File: src/rtl/text_video_gen_if.sv
// Screen-RAM and font-ROM read bus of the text video generator.
// master: the video generator (drives addresses, receives data).
// slave : the memory side (receives addresses, returns data 1 clk later).
interface text_video_gen_if;
   logic [12:0] vram_adr;   // screen RAM read address
   logic [15:0] vram_q;     // {attr[7:0], char[7:0]}, 1-cycle latency
   logic [10:0] font_adr;   // {char[7:0], glyph_row[2:0]}
   logic [7:0]  font_q;     // glyph row, bit 7 = leftmost pixel, 1-cycle latency

   modport master (
      output vram_adr,
      output font_adr,
      input  vram_q,
      input  font_q
   );

   modport slave (
      input  vram_adr,
      input  font_adr,
      output vram_q,
      output font_q
   );
endinterface

File: src/rtl/text_video_gen.sv
// Text-mode video generator: 640x480 VGA raster, reads 16-bit screen words
// ({attr, char}) from screen RAM, looks glyph rows up in an 8x8 font ROM and
// drives 12-bit RGB plus syncs through a fixed 3-stage pixel pipeline.
// Optional blinking underline cursor: define VIDEO_CURSOR_EN.
module text_video_gen #(
   parameter int H_VISIBLE  = 640,
   parameter int H_FP       = 16,
   parameter int H_SYNC     = 96,
   parameter int H_BP       = 48,
   parameter int V_VISIBLE  = 480,
   parameter int V_FP       = 10,
   parameter int V_SYNC     = 2,
   parameter int V_BP       = 33,
   parameter int SCR_STRIDE = 128,
   parameter int SCR_WIDTH  = 80,
   parameter int SCR_HEIGHT = 56
) (
   input  logic             clk,
   input  logic             rst_n,
   text_video_gen_if.master mem,
   input  logic [6:0]       cursor_col,
   input  logic [5:0]       cursor_row,
   output logic             hsync,
   output logic             vsync,
   output logic             de,
   output logic [3:0]       r,
   output logic [3:0]       g,
   output logic [3:0]       b
);

   localparam logic [9:0]  H_LAST   = 10'(H_VISIBLE + H_FP + H_SYNC + H_BP - 1);
   localparam logic [9:0]  V_LAST   = 10'(V_VISIBLE + V_FP + V_SYNC + V_BP - 1);
   localparam logic [9:0]  H_VIS_C  = 10'(H_VISIBLE);
   localparam logic [9:0]  V_VIS_C  = 10'(V_VISIBLE);
   localparam logic [9:0]  H_SS     = 10'(H_VISIBLE + H_FP);
   localparam logic [9:0]  H_SE     = 10'(H_VISIBLE + H_FP + H_SYNC);
   localparam logic [9:0]  V_SS     = 10'(V_VISIBLE + V_FP);
   localparam logic [9:0]  V_SE     = 10'(V_VISIBLE + V_FP + V_SYNC);
   localparam logic [6:0]  SCR_W_C  = 7'(SCR_WIDTH);
   localparam logic [6:0]  SCR_H_C  = 7'(SCR_HEIGHT);
   localparam logic [12:0] STRIDE_C = 13'(SCR_STRIDE);

   // Palette level for one colour component: base on/off, intensity boost.
   function automatic logic [3:0] level(input logic on, input logic inten);
      if (on)
         return inten ? 4'hF : 4'hA;
      return inten ? 4'h5 : 4'h0;
   endfunction

   // ------------------------------------------------------------------
   // Raster counters
   // ------------------------------------------------------------------
   logic [9:0] hcnt;
   logic [9:0] vcnt;
   logic       h_wrap;
   logic       v_wrap;

   assign h_wrap = (hcnt == H_LAST);
   assign v_wrap = (vcnt == V_LAST);

   // Advance the pixel/line position; vcnt steps when hcnt wraps.
   always_ff @(posedge clk or negedge rst_n) begin
      if (!rst_n) begin
         hcnt <= '0;
         vcnt <= '0;
      end else if (h_wrap) begin
         hcnt <= '0;
         vcnt <= v_wrap ? '0 : vcnt + 10'd1;
      end else begin
         hcnt <= hcnt + 10'd1;
      end
   end

`ifdef VIDEO_CURSOR_EN
   logic [5:0] frame_cnt;

   // Frame counter; bit 5 gives the 64-frame cursor blink.
   always_ff @(posedge clk or negedge rst_n) begin
      if (!rst_n)
         frame_cnt <= '0;
      else if (h_wrap && v_wrap)
         frame_cnt <= frame_cnt + 6'd1;
   end
`else
   logic unused_cursor;
   assign unused_cursor = ^{cursor_col, cursor_row};
`endif

   // ------------------------------------------------------------------
   // Stage 0: decode counters, issue screen RAM read
   // ------------------------------------------------------------------
   logic [6:0]  col;
   logic [6:0]  row;
   logic [12:0] adr0;
   logic        vis0;
   logic        txt0;
   logic        hs0;     // sync asserted (active high internally)
   logic        vs0;

   // Text cell position, screen word address, visibility and sync windows.
   always_comb begin
      col  = hcnt[9:3];
      row  = vcnt[9:3];
      adr0 = {6'd0, row} * STRIDE_C + {6'd0, col};
      vis0 = (hcnt < H_VIS_C) && (vcnt < V_VIS_C);
      txt0 = vis0 && (col < SCR_W_C) && (row < SCR_H_C);
      hs0  = (hcnt >= H_SS) && (hcnt < H_SE);
      vs0  = (vcnt >= V_SS) && (vcnt < V_SE);
   end

   assign mem.vram_adr = adr0;

`ifdef VIDEO_CURSOR_EN
   logic cur0;

   // Underline cursor: cell match, glyph rows 6-7, blink phase on.
   always_comb begin
      cur0 = txt0 && (col == cursor_col) && (row == {1'b0, cursor_row}) &&
             (vcnt[2:1] == 2'b11) && frame_cnt[5];
   end
`endif

   // ------------------------------------------------------------------
   // Stage 1: screen word arrives, issue font ROM read
   // ------------------------------------------------------------------
   logic [2:0] px_d1;
   logic [2:0] gr_d1;
   logic       vis_d1;
   logic       txt_d1;
   logic       hs_d1;
   logic       vs_d1;
   logic       live;    // low only while stage 1 still holds reset contents

   // Carry pixel-in-cell, glyph row and flags alongside the RAM read.
   always_ff @(posedge clk or negedge rst_n) begin
      if (!rst_n) begin
         px_d1  <= '0;
         gr_d1  <= '0;
         vis_d1 <= 1'b0;
         txt_d1 <= 1'b0;
         hs_d1  <= 1'b0;
         vs_d1  <= 1'b0;
         live   <= 1'b0;
      end else begin
         px_d1  <= hcnt[2:0];
         gr_d1  <= vcnt[2:0];
         vis_d1 <= vis0;
         txt_d1 <= txt0;
         hs_d1  <= hs0;
         vs_d1  <= vs0;
         live   <= 1'b1;
      end
   end

   // Font address is combinational from the RAM data; held at 0 until the
   // pipeline carries real data so it reads 0 during and just after reset.
   assign mem.font_adr = live ? {mem.vram_q[7:0], gr_d1} : '0;

   // ------------------------------------------------------------------
   // Stage 2: glyph row arrives, select colour
   // ------------------------------------------------------------------
   logic [2:0] px_d2;
   logic [6:0] attr_d2;  // attribute bit 7 is reserved and dropped
   logic       vis_d2;
   logic       txt_d2;
   logic       hs_d2;
   logic       vs_d2;

   // Register attribute with the font read and delay the flags again.
   always_ff @(posedge clk or negedge rst_n) begin
      if (!rst_n) begin
         px_d2   <= '0;
         attr_d2 <= '0;
         vis_d2  <= 1'b0;
         txt_d2  <= 1'b0;
         hs_d2   <= 1'b0;
         vs_d2   <= 1'b0;
      end else begin
         px_d2   <= px_d1;
         attr_d2 <= mem.vram_q[14:8];
         vis_d2  <= vis_d1;
         txt_d2  <= txt_d1;
         hs_d2   <= hs_d1;
         vs_d2   <= vs_d1;
      end
   end

`ifdef VIDEO_CURSOR_EN
   logic cur_d1;
   logic cur_d2;

   // Keep the cursor flag aligned with the pixel it belongs to.
   always_ff @(posedge clk or negedge rst_n) begin
      if (!rst_n) begin
         cur_d1 <= 1'b0;
         cur_d2 <= 1'b0;
      end else begin
         cur_d1 <= cur0;
         cur_d2 <= cur_d1;
      end
   end
`endif

   logic       pix_bit;
   logic [3:0] fg_idx;
   logic [3:0] bg_idx;
   logic [3:0] col_idx;
   logic [3:0] pal_r;
   logic [3:0] pal_g;
   logic [3:0] pal_b;

   // Pick fg/bg (black outside the text area) and map {I,R,G,B} to RGB444.
   always_comb begin
      pix_bit = mem.font_q[3'd7 - px_d2];
      fg_idx  = attr_d2[3:0];
      bg_idx  = {1'b0, attr_d2[6:4]};
      col_idx = '0;
      if (txt_d2)
         col_idx = pix_bit ? fg_idx : bg_idx;
`ifdef VIDEO_CURSOR_EN
      if (cur_d2)
         col_idx = fg_idx;
`endif
      pal_r = level(col_idx[2], col_idx[3]);
      pal_g = level(col_idx[1], col_idx[3]);
      pal_b = level(col_idx[0], col_idx[3]);
   end

   // ------------------------------------------------------------------
   // Output register: syncs and pixels leave together, 3 clk after stage 0
   // ------------------------------------------------------------------
   // Register pins; colour blanked outside the visible window.
   always_ff @(posedge clk or negedge rst_n) begin
      if (!rst_n) begin
         hsync <= 1'b1;
         vsync <= 1'b1;
         de    <= 1'b0;
         r     <= '0;
         g     <= '0;
         b     <= '0;
      end else begin
         hsync <= ~hs_d2;
         vsync <= ~vs_d2;
         de    <= vis_d2;
         r     <= vis_d2 ? pal_r : '0;
         g     <= vis_d2 ? pal_g : '0;
         b     <= vis_d2 ? pal_b : '0;
      end
   end

endmodule
File: src/flat_wrapper.sv
// flat-port wrapper written by rule: the top's interface ports become plain ports
module text_video_gen_flat 
#(
   parameter int H_VISIBLE  = 640,
   parameter int H_FP       = 16,
   parameter int H_SYNC     = 96,
   parameter int H_BP       = 48,
   parameter int V_VISIBLE  = 480,
   parameter int V_FP       = 10,
   parameter int V_SYNC     = 2,
   parameter int V_BP       = 33,
   parameter int SCR_STRIDE = 128,
   parameter int SCR_WIDTH  = 80,
   parameter int SCR_HEIGHT = 56
)
  (clk, rst_n, cursor_col, cursor_row, hsync, vsync, de, r, g, b, mem_vram_adr, mem_font_adr, mem_vram_q, mem_font_q);
  text_video_gen_if mem_i ();
  input  logic clk;
  input  logic rst_n;
  input  logic [6:0] cursor_col;
  input  logic [5:0] cursor_row;
  output logic hsync;
  output logic vsync;
  output logic de;
  output logic [3:0] r;
  output logic [3:0] g;
  output logic [3:0] b;
  output wire logic [$bits(mem_i.vram_adr)-1:0] mem_vram_adr;
  output wire logic [$bits(mem_i.font_adr)-1:0] mem_font_adr;
  input wire logic [$bits(mem_i.vram_q)-1:0] mem_vram_q;
  input wire logic [$bits(mem_i.font_q)-1:0] mem_font_q;
  assign mem_vram_adr = mem_i.vram_adr;
  assign mem_font_adr = mem_i.font_adr;
  assign mem_i.vram_q = mem_vram_q;
  assign mem_i.font_q = mem_font_q;
  text_video_gen #(.H_VISIBLE(H_VISIBLE), .H_FP(H_FP), .H_SYNC(H_SYNC), .H_BP(H_BP), .V_VISIBLE(V_VISIBLE), .V_FP(V_FP), .V_SYNC(V_SYNC), .V_BP(V_BP), .SCR_STRIDE(SCR_STRIDE), .SCR_WIDTH(SCR_WIDTH), .SCR_HEIGHT(SCR_HEIGHT)) u_core (.clk(clk), .rst_n(rst_n), .mem(mem_i), .cursor_col(cursor_col), .cursor_row(cursor_row), .hsync(hsync), .vsync(vsync), .de(de), .r(r), .g(g), .b(b));
endmodule
File: config.mk
export PLATFORM = sky130hd
export DESIGN_NAME = text_video_gen_flat
export DESIGN_NICKNAME = d
export VERILOG_FILES = /design/src/rtl/text_video_gen_if.sv /design/src/rtl/text_video_gen.sv /design/src/flat_wrapper.sv
export SDC_FILE = /design/constraint.sdc
export NUM_CORES = 1
export LEC_CHECK = 0
export ABC_AREA = 1
export BUFFER_PORTS_ARGS = -buffer_cell sky130_fd_sc_hd__clkbuf_2
export CAP_MARGIN = 15
export CORE_ASPECT_RATIO = 1.1
export CORE_MARGIN = 3
export CORE_UTILIZATION = 54
export CTS_CLUSTER_DIAMETER = 60
export DETAILED_ROUTE_END_ITERATION = 12
export PLACE_DENSITY = 0.84
export SYNTH_ARGS = -nofsm -noshare
export SYNTH_HDL_FRONTEND = slang
export SYNTH_SLANG_ARGS = --single-unit
File: constraint.sdc
create_clock -name clk -period 3 [get_ports clk]
set_input_delay 0 -clock clk [delete_from_list [all_inputs] [get_ports clk]]
set_output_delay 0 -clock clk [all_outputs]
set_load 0.05 [all_outputs]
* Yosys cells after proc, flatten, opt, wreduce, memory -nomap -nowiden
Cells that the tools add are included.
** Operators by class
- Bitwise operators :: 2
- Magnitude comparators :: 9
- Add/sub/neg operators :: 4
- Reductions and logical operators :: 5
- Equal/unequal tests :: 2
- Muxes and demuxes :: 21
** Operators with widths (count)
- 2-to-1 mux 4 bit :: 11
- adder 10 x 1 -> 10 bit, second input constant :: 2
- equality test 10 bit, second input constant :: 2
- less-than comparator 10 bit, second input constant :: 2
- less-than comparator 10 x 9 -> 1 bit, second input constant :: 2
- 2-to-1 mux 10 bit :: 2
- adder 13 x 7 -> 13 bit :: 1
- 2-to-1 mux 11 bit :: 1
- greater-or-equal comparator 10 bit, second input constant :: 1
- greater-or-equal comparator 10 x 9 -> 1 bit, second input constant :: 1
- less-than comparator 7 x 6 -> 1 bit, second input constant :: 1
- less-than comparator 7 bit, second input constant :: 1
- 2-to-1 mux 3 bit :: 2
- logical AND 1 bit :: 5
- less-than comparator 3 x 4 -> 1 bit, second input constant :: 1
- 2-to-1 mux 1 bit :: 4
- binary-select mux 1 bit (select 3 bit) :: 1
- subtractor 3 bit, first input constant :: 1
- inverter 1 bit :: 2
** Word-level totals
- Output and inout bits :: 39
- Bits in registers :: 60
- Input bits :: 39

* Logic depth before layout (Yosys ltp)
Gate-level depths: netlist of the first run.
- Word-level depth :: 9
- Depth in mapped cells :: 8

* Worst setup path before layout of the first run
Ideal clock, no wire load.
- Path type :: register to register
- Start :: register u_core.hcnt[0]
- End :: register u_core.vcnt[1]
- Data required time :: 2873 ps
- Arrival :: 1199 ps
- Cell stages (with the launch flop) :: 8
- Slack :: 1674 ps
- Clock period less this slack :: 1326 ps
- Path buffers :: 1
- Cells stage by stage :: dfrtp_1 ha_1 nand2_2 nor2_4 nand2_2 nor2_4 buf_4 o21ai_0
** Between the ends
- Longest elaborated chain between the ends :: 1
** RTL lines
- from (decl) :: line text_video_gen.sv:53 : logic [9:0] hcnt;
- from (signal assigned) :: line text_video_gen.sv:70 : hcnt <= hcnt + 10'd1;
- equality test 10 bit :: line text_video_gen.sv:58 : assign h_wrap = (hcnt == H_LAST);
- to (signal assigned) :: line text_video_gen.sv:68 : vcnt <= v_wrap ? '0 : vcnt + 10'd1;
- to (decl) :: line text_video_gen.sv:54 : logic [9:0] vcnt;
Every way passes these cells.
A chain may end at the register's enable or synchronous reset.

* Worst setup path after layout of the first run
- Start :: register u_core.hcnt[0]
- End :: register u_core.hcnt[8]
** Between the ends
- Longest elaborated chain between the ends :: 2
- Elaborated cells between the ends (all ways) :: 3
- Those cells by class :: add/sub (1); eq/ne (1); mux (1)
** RTL lines
- adder 10 x 1 -> 10 bit / equality test 10 bit (equally long branches) :: line text_video_gen.sv:70, text_video_gen.sv:58
- 2-to-1 mux 10 bit (*) :: line text_video_gen.sv:66 : end else if (h_wrap) begin
Every way passes the cells marked *; elsewhere a longest branch is shown, timed or not.

==> results.yml, run 1 <==
status:
  status: "complete, no violations"
power:
  power.share.clock_pct: 32.7
  combPwrFrac_pct: 10.2
  leakagePower_nw: 1.633
  p_total_mw: 1.253
  p_int_uw: 931.9
  power.switching_uw: 321.3
  powerDensity_mw_per_mm2: 443.6
  seqPwrFrac_pct: 57.1
  swShare_pct: 25.64
  ir_worst_vdd_uv: 194.3
hold_path:
  hold_class: "primary input to flop"
  holdCritStartpoint: "mem_font_q[2]"
  holdPathEnd: "u_core.r[1]"
  hold_depth: 8
synthesis:
  syn_inst: 283
  yosysWarnings: 0
  synth.top_cell.area_share_pct: 51.33
  synth_area_leaders: "dfrtp_1 (51%), inv_1 (9.1%), nand2_1 (8.8%), buf_4 (6.8%), nand3_1 (5.5%)"
  synth.distinct_cells: 23
  synth_flop_cell: "dfrtp_1"
  yosysTopAreaCell: "dfrtp_1"
  synth.top_cells.by_count: "inv_1 (59), nand2_1 (57), dfrtp_1 (50)"
  async_reset_ff_share_pct: 100.0
  synth_nets: 326
  ys_ff_latch: 52
  yosysMostFrequentCell: "inv_1"
  synth-edff-count: 0
  seq_area_frac_synth_pct: 53.49
  netlist_area_mm2: 0.002437
  synth.avg_cell_area_um2: 8.613
route:
  drt_pass1_iterations: 4
  ant_nets: 0
  routedWlPerCell_um: 11.65
  drt_first_iter_violations: 156
  drc_errors: 0
  viasPerCell: 4.863
  via_count: 1911
  drt-total-wl_um: 4579
timing:
  post-route-period-util_pct: 63.73
  tightest_slew_ps: 892.4
  relSlewSlack_pct: 40.51
  finalClockSkew_ps: 5.115
  finalMaxSlewViolations: 0
  rsz0062_at_grt: "false"
  hold_viol_final: 0
  max_freq_mhz: 523.1
  hold_slack_ps: 289.0
  fin_crit_ps: 1912
  timing.setup.tns_ps: 0
  finalWorstSetupSlack_ps: 1088
  setup_viol: 0
layout:
  diodes: 0
  fin_util_pct: 65.45
  layout-drive-gt1-share_pct: 23.89
  area_delta_synth_final_pct: 15.91
  fin_nets: 381
  instances_no_fill: 393
  finalInstanceArea_mm2: 0.002825
critical_path:
  crit_chain: "ha_1 -> nand2_2 -> nor2_4 -> nand2_2 -> nor2_4 -> inv_1 -> o21ai_0 -> nor2_1"
  r2r_slack_ps: 1090
  slowest_delay_ps: 430
  reg2reg_to: "u_core.hcnt[8]"
  criticalPathCategory: "flop to flop"
  crit_fanout: 21
  cp_slowest_cell: "dfrtp_1"
  worstPathRequired_ps: 3200
  path_buf_inv: 1
  end_kind: "flop"
  crit_family: "simple AND/OR/NAND/NOR gates"
  r2r_cells: 8
  cp-start-kind: "flop"
  worstReg2RegStart: "u_core.hcnt[0]"
  arrival_ps: 2110
global_routing:
  grt_use_total_pct: 18.14
  overflow: 0
  grt_pass1_vias: 1884
  grt_start_max_net_pins: 40
  antenna_found_initial: 0
  grt_first_pass_wirelength_um: 7879
clock_network:
  clock-sinks: 52
  h-tree-depth: 2
  cts_setup_buffers: 0
  cts-root-buf: "clkbuf_8"
  post_cts_resized: 0
  cts_tree: "done"
  clk-insertion-delay-late_ps: 300
  path_clk_slew_ps: 90
  numCtsBuffers: 5
  clock_path_buffers: 2
placement:
  placed_cells: 377
  dp_slack_ps: 1095
  placed_area_mm2: 0.002648
  port_buffers: 63
  place_hpwl_um: 3420
  gp_congestion: 0.8525
die:
  ios: 78
  die_x_um: 70.06
  initial_core_util_pct: 56.46
  num_rows: 25
  die_h_um: 76.46
  die_area_mm2: 0.005356
  core-area_mm2: 0.004317
flow_run:
  max_cap_violations: 0
worst register-to-register path, stage by stage, from the launching register on:
cell and delay [ps]:
dfrtp_1 430, ha_1 230, nand2_2 80, nor2_4 150, nand2_2 80, nor2_4 400
inv_1 230, o21ai_0 140, nor2_1 60
power groups by stage:
stage               clock [mW]  sequential, mW  combinational, mW
global route             0.457           0.717              0.139
CTS                      0.425           0.715              0.129
detailed placement           0           0.729              0.121
finish                   0.409           0.715              0.128
global placement             0           0.728              0.120
floorplan                    0           0.741             0.0708
per-layer routing:
metal  share of wire (%)  wire length [um]  GRT usage [%]
met1                  40              1833          21.11
met2                  53              2427          32.61
met3                 5.1               235          2.507
met4                 1.8                82          8.429
met5                   0                 0              0
cell families (layout without fill, tap and decap cells):
group	Yosys count	in the layout	share of synthesized area, %
buf+inv	83	139	16.48
other cells	1	1	0.1539
simple gates	119	119	21.51
flops	52	52	53.49
compound gates	19	19	4.517
xor+xnor	5	5	1.797
fa+ha+maj	4	4	2.053
registers in the layout, summed over array words and instances (netlist names), 2 cells and up:
name,flops
u_core.px_d2,3
u_core.r,2
u_core.gr_d1,3
u_core.vcnt,10
u_core.attr_d2,7
u_core.px_d1,3
u_core.hcnt,10
final cells by class:
type / instances / area, um^2
multi-input cells: 148 / 732.0
inverters: 59 / 221.5
well taps: 54 / 67.56
clock inverters: 2 / 15.01
clock buffers: 6 / 82.58
repair buffers: 72 / 402.9
flip-flops and latches: 52 / 1304
fillers: 342 / 1491
cell usage in the layout, fill, tap and decap left out, types with 3 or more instances in the layout:
| master | instances |
|---|---|
| nand3_1 | 27 |
| inv_1 | 59 |
| nor3_1 | 3 |
| ha_1 | 4 |
| nor2_1 | 20 |
| clkbuf_2 | 63 |
| dlygate4sd3_1 | 8 |
| dfrtp_1 | 50 |
| o21ai_0 | 9 |
| nand2_1 | 57 |
| a21oi_1 | 5 |
| o21ai_2 | 3 |
| xor2_1 | 4 |
| clkbuf_8 | 6 |
| nand4_1 | 7 |
how the worst max path moves through the flow:
stage,endpoint,from,slack (ps),depth (start not counted)
final,u_core.hcnt[8],u_core.hcnt[0],1090,8
after global routing,u_core.hcnt[8],u_core.hcnt[0],910,8
after CTS,u_core.hcnt[8],u_core.hcnt[0],1080,8
after detailed placement,u_core.hcnt[8],u_core.hcnt[0],1100,8
after global placement,u_core.hcnt[8],u_core.hcnt[0],1170,8
after floorplan,u_core.vcnt[1],u_core.hcnt[0],1670,7
what timing repair did:
action                                  4_1_cts  5_1_grt
hold buffers                                  8        0
endpoints found under the setup margin        0        0
endpoints found under the hold margin        44        0
No activity file was read; power rests on OpenSTA's default activity.
==> run 2, diff against run 1 <==
CORE_UTILIZATION = 46   (was 54)
PLACE_DENSITY = 0.76   (was 0.84)
clock period = 1.7 ns   (was 3 ns; I/O delays follow)
==> run 2 against run 1 <==
Non-clock buffer count increased by 2; sequential power grew 76%; critical path type unchanged; routed wire length decreased by 2.7%; final cell count grew 1.5%; first-iteration DRC count shrank 44%; final area is 0.58% higher; critical endpoint is now u_core.vcnt[4]; fmax rose by 26%.
==> results.yml, run 2 (same netlist as run 1, synthesis figures left out) <==
global_routing:
  grt_first_pass_wirelength_um: 7348
  grt_use_total_pct: 15.46
  overflow: 0
  grt_start_max_net_pins: 23
  grt_pass1_vias: 1804
  antenna_found_initial: 0
layout:
  diodes: 0
  fin_util_pct: 56.07
  finalInstanceArea_mm2: 0.002841
  fin_nets: 383
  top_regs: "u_core.hcnt x10, u_core.vcnt x10, u_core.attr_d2 x7"
  instances_no_fill: 399
  final_cell_mix: "clkbuf_2 (63), inv_1 (59), nand2_1 (57), dfrtp_1 (50), nand3_1 (27)"
  layout-drive-gt1-share_pct: 23.75
  area_delta_synth_final_pct: 16.58
  final_common_cell: "clkbuf_2"
route:
  ant_nets: 0
  drt-total-wl_um: 4456
  routedWlPerCell_um: 11.17
  drc_errors: 0
  drt_pass1_iterations: 7
  via_count: 1857
  drt_first_iter_violations: 87
  viasPerCell: 4.654
die:
  ios: 78
  die_area_mm2: 0.006209
  num_rows: 27
  die_h_um: 82.35
  core-area_mm2: 0.005067
  die_x_um: 75.41
  initial_core_util_pct: 48.10
critical_path:
  worstReg2RegStart: "u_core.hcnt[0]"
  criticalPathCategory: "flop to flop"
  end_kind: "flop"
  cp-start-kind: "flop"
  r2r_slack_ps: 180
  arrival_ps: 1750
  startpoint: "u_core.hcnt[0]"
  crit_fanout: 19
  worstPathRequired_ps: 1930
timing:
  finalClockSkew_ps: 5.102
  finalWorstSetupSlack_ps: 182.7
  timing.setup.tns_ps: 0
  post-route-period-util_pct: 89.25
  fin_crit_ps: 1517
  hold_slack_ps: 150.9
  rsz0062_at_grt: "false"
  hold_viol_final: 0
  max_freq_mhz: 659.1
  finalMaxSlewViolations: 0
  setup_viol: 0
power:
  leakagePower_nw: 1.644
  ir_worst_vdd_uv: 356.0
  powerDensity_mw_per_mm2: 755.8
  p_total_mw: 2.148
placement:
  place_hpwl_um: 3307
  port_buffers: 63
  placed_cells: 383
  dp_slack_ps: 182.7
  placed_area_mm2: 0.002680
  gp_congestion: 0.8122
clock_network:
  clock-sinks: 52
  post_cts_resized: 0
  path_clk_slew_ps: 90
  clock_path_buffers: 2
  cts_tree: "done"
  cts-root-buf: "clkbuf_8"
  clk-insertion-delay-late_ps: 290
  ctsHoldBuffers: 8
  h-tree-depth: 2
  numCtsBuffers: 5
  cts_setup_buffers: 0
status:
  status: "complete, no violations"
flow_run:
  max_cap_violations: 0
hold_path:
  hold_class: "primary input to async pin"
==> run 2: cell count changes in the layout (fill, tap and decap cells not counted), sizes merged <==
| cell | before | now |
|---|---|---|
| clkinv | 0 | 1 |
| buf | 1 | 3 |
| clkbuf | 69 | 70 |
| clkinvlp | 2 | 0 |
==> run 2: area by class of cell <==
type                    count  area [um^2]
repair buffers             74        430.4
fillers                   447         2226
multi-input cells         148        732.0
well taps                  58        72.57
flip-flops and latches     52         1304
inverters                  59        221.5
clock inverters             1        5.005
clock buffers               7        76.32
==> run 2: worst max-delay path, cell delays in order (launching register included) <==
cell     delay [ps]
dfrtp_1         420
ha_1            220
nand2_2          80
nor2_4          140
nand2_2          80
nor2_4          150
buf_12          160
nand4_1         100
o21ai_2          80
==> run 2: worst paths after layout <==
kind	endpoint	cells after the start
max	u_core.vcnt[4]	8
min	u_core.px_d2[0]	2
max reg2reg	u_core.vcnt[4]	8
min reg2reg	u_core.txt_d2	0
max in group asynchronous	u_core.vsync	3
min in group clk	u_core.g[1]	8
==> run 2: metal layers <==
| metal | part of all wire, % | routed length (um) | GRT usage, % |
|---|---|---|---|
| met1 | 43 | 1920 | 17.48 |
| met2 | 50 | 2219 | 27.46 |
| met3 | 5.5 | 245 | 4.479 |
| met4 | 1.6 | 70 | 5.420 |
| met5 | 0 | 0 | 0 |
==> run 2: power breakdown <==
part	leakage, nW	switching, mW	internal, mW
logic	0.964	0.165	0.0641
clock network	0.0422	0.367	0.290
registers	0.638	0.0102	1.25
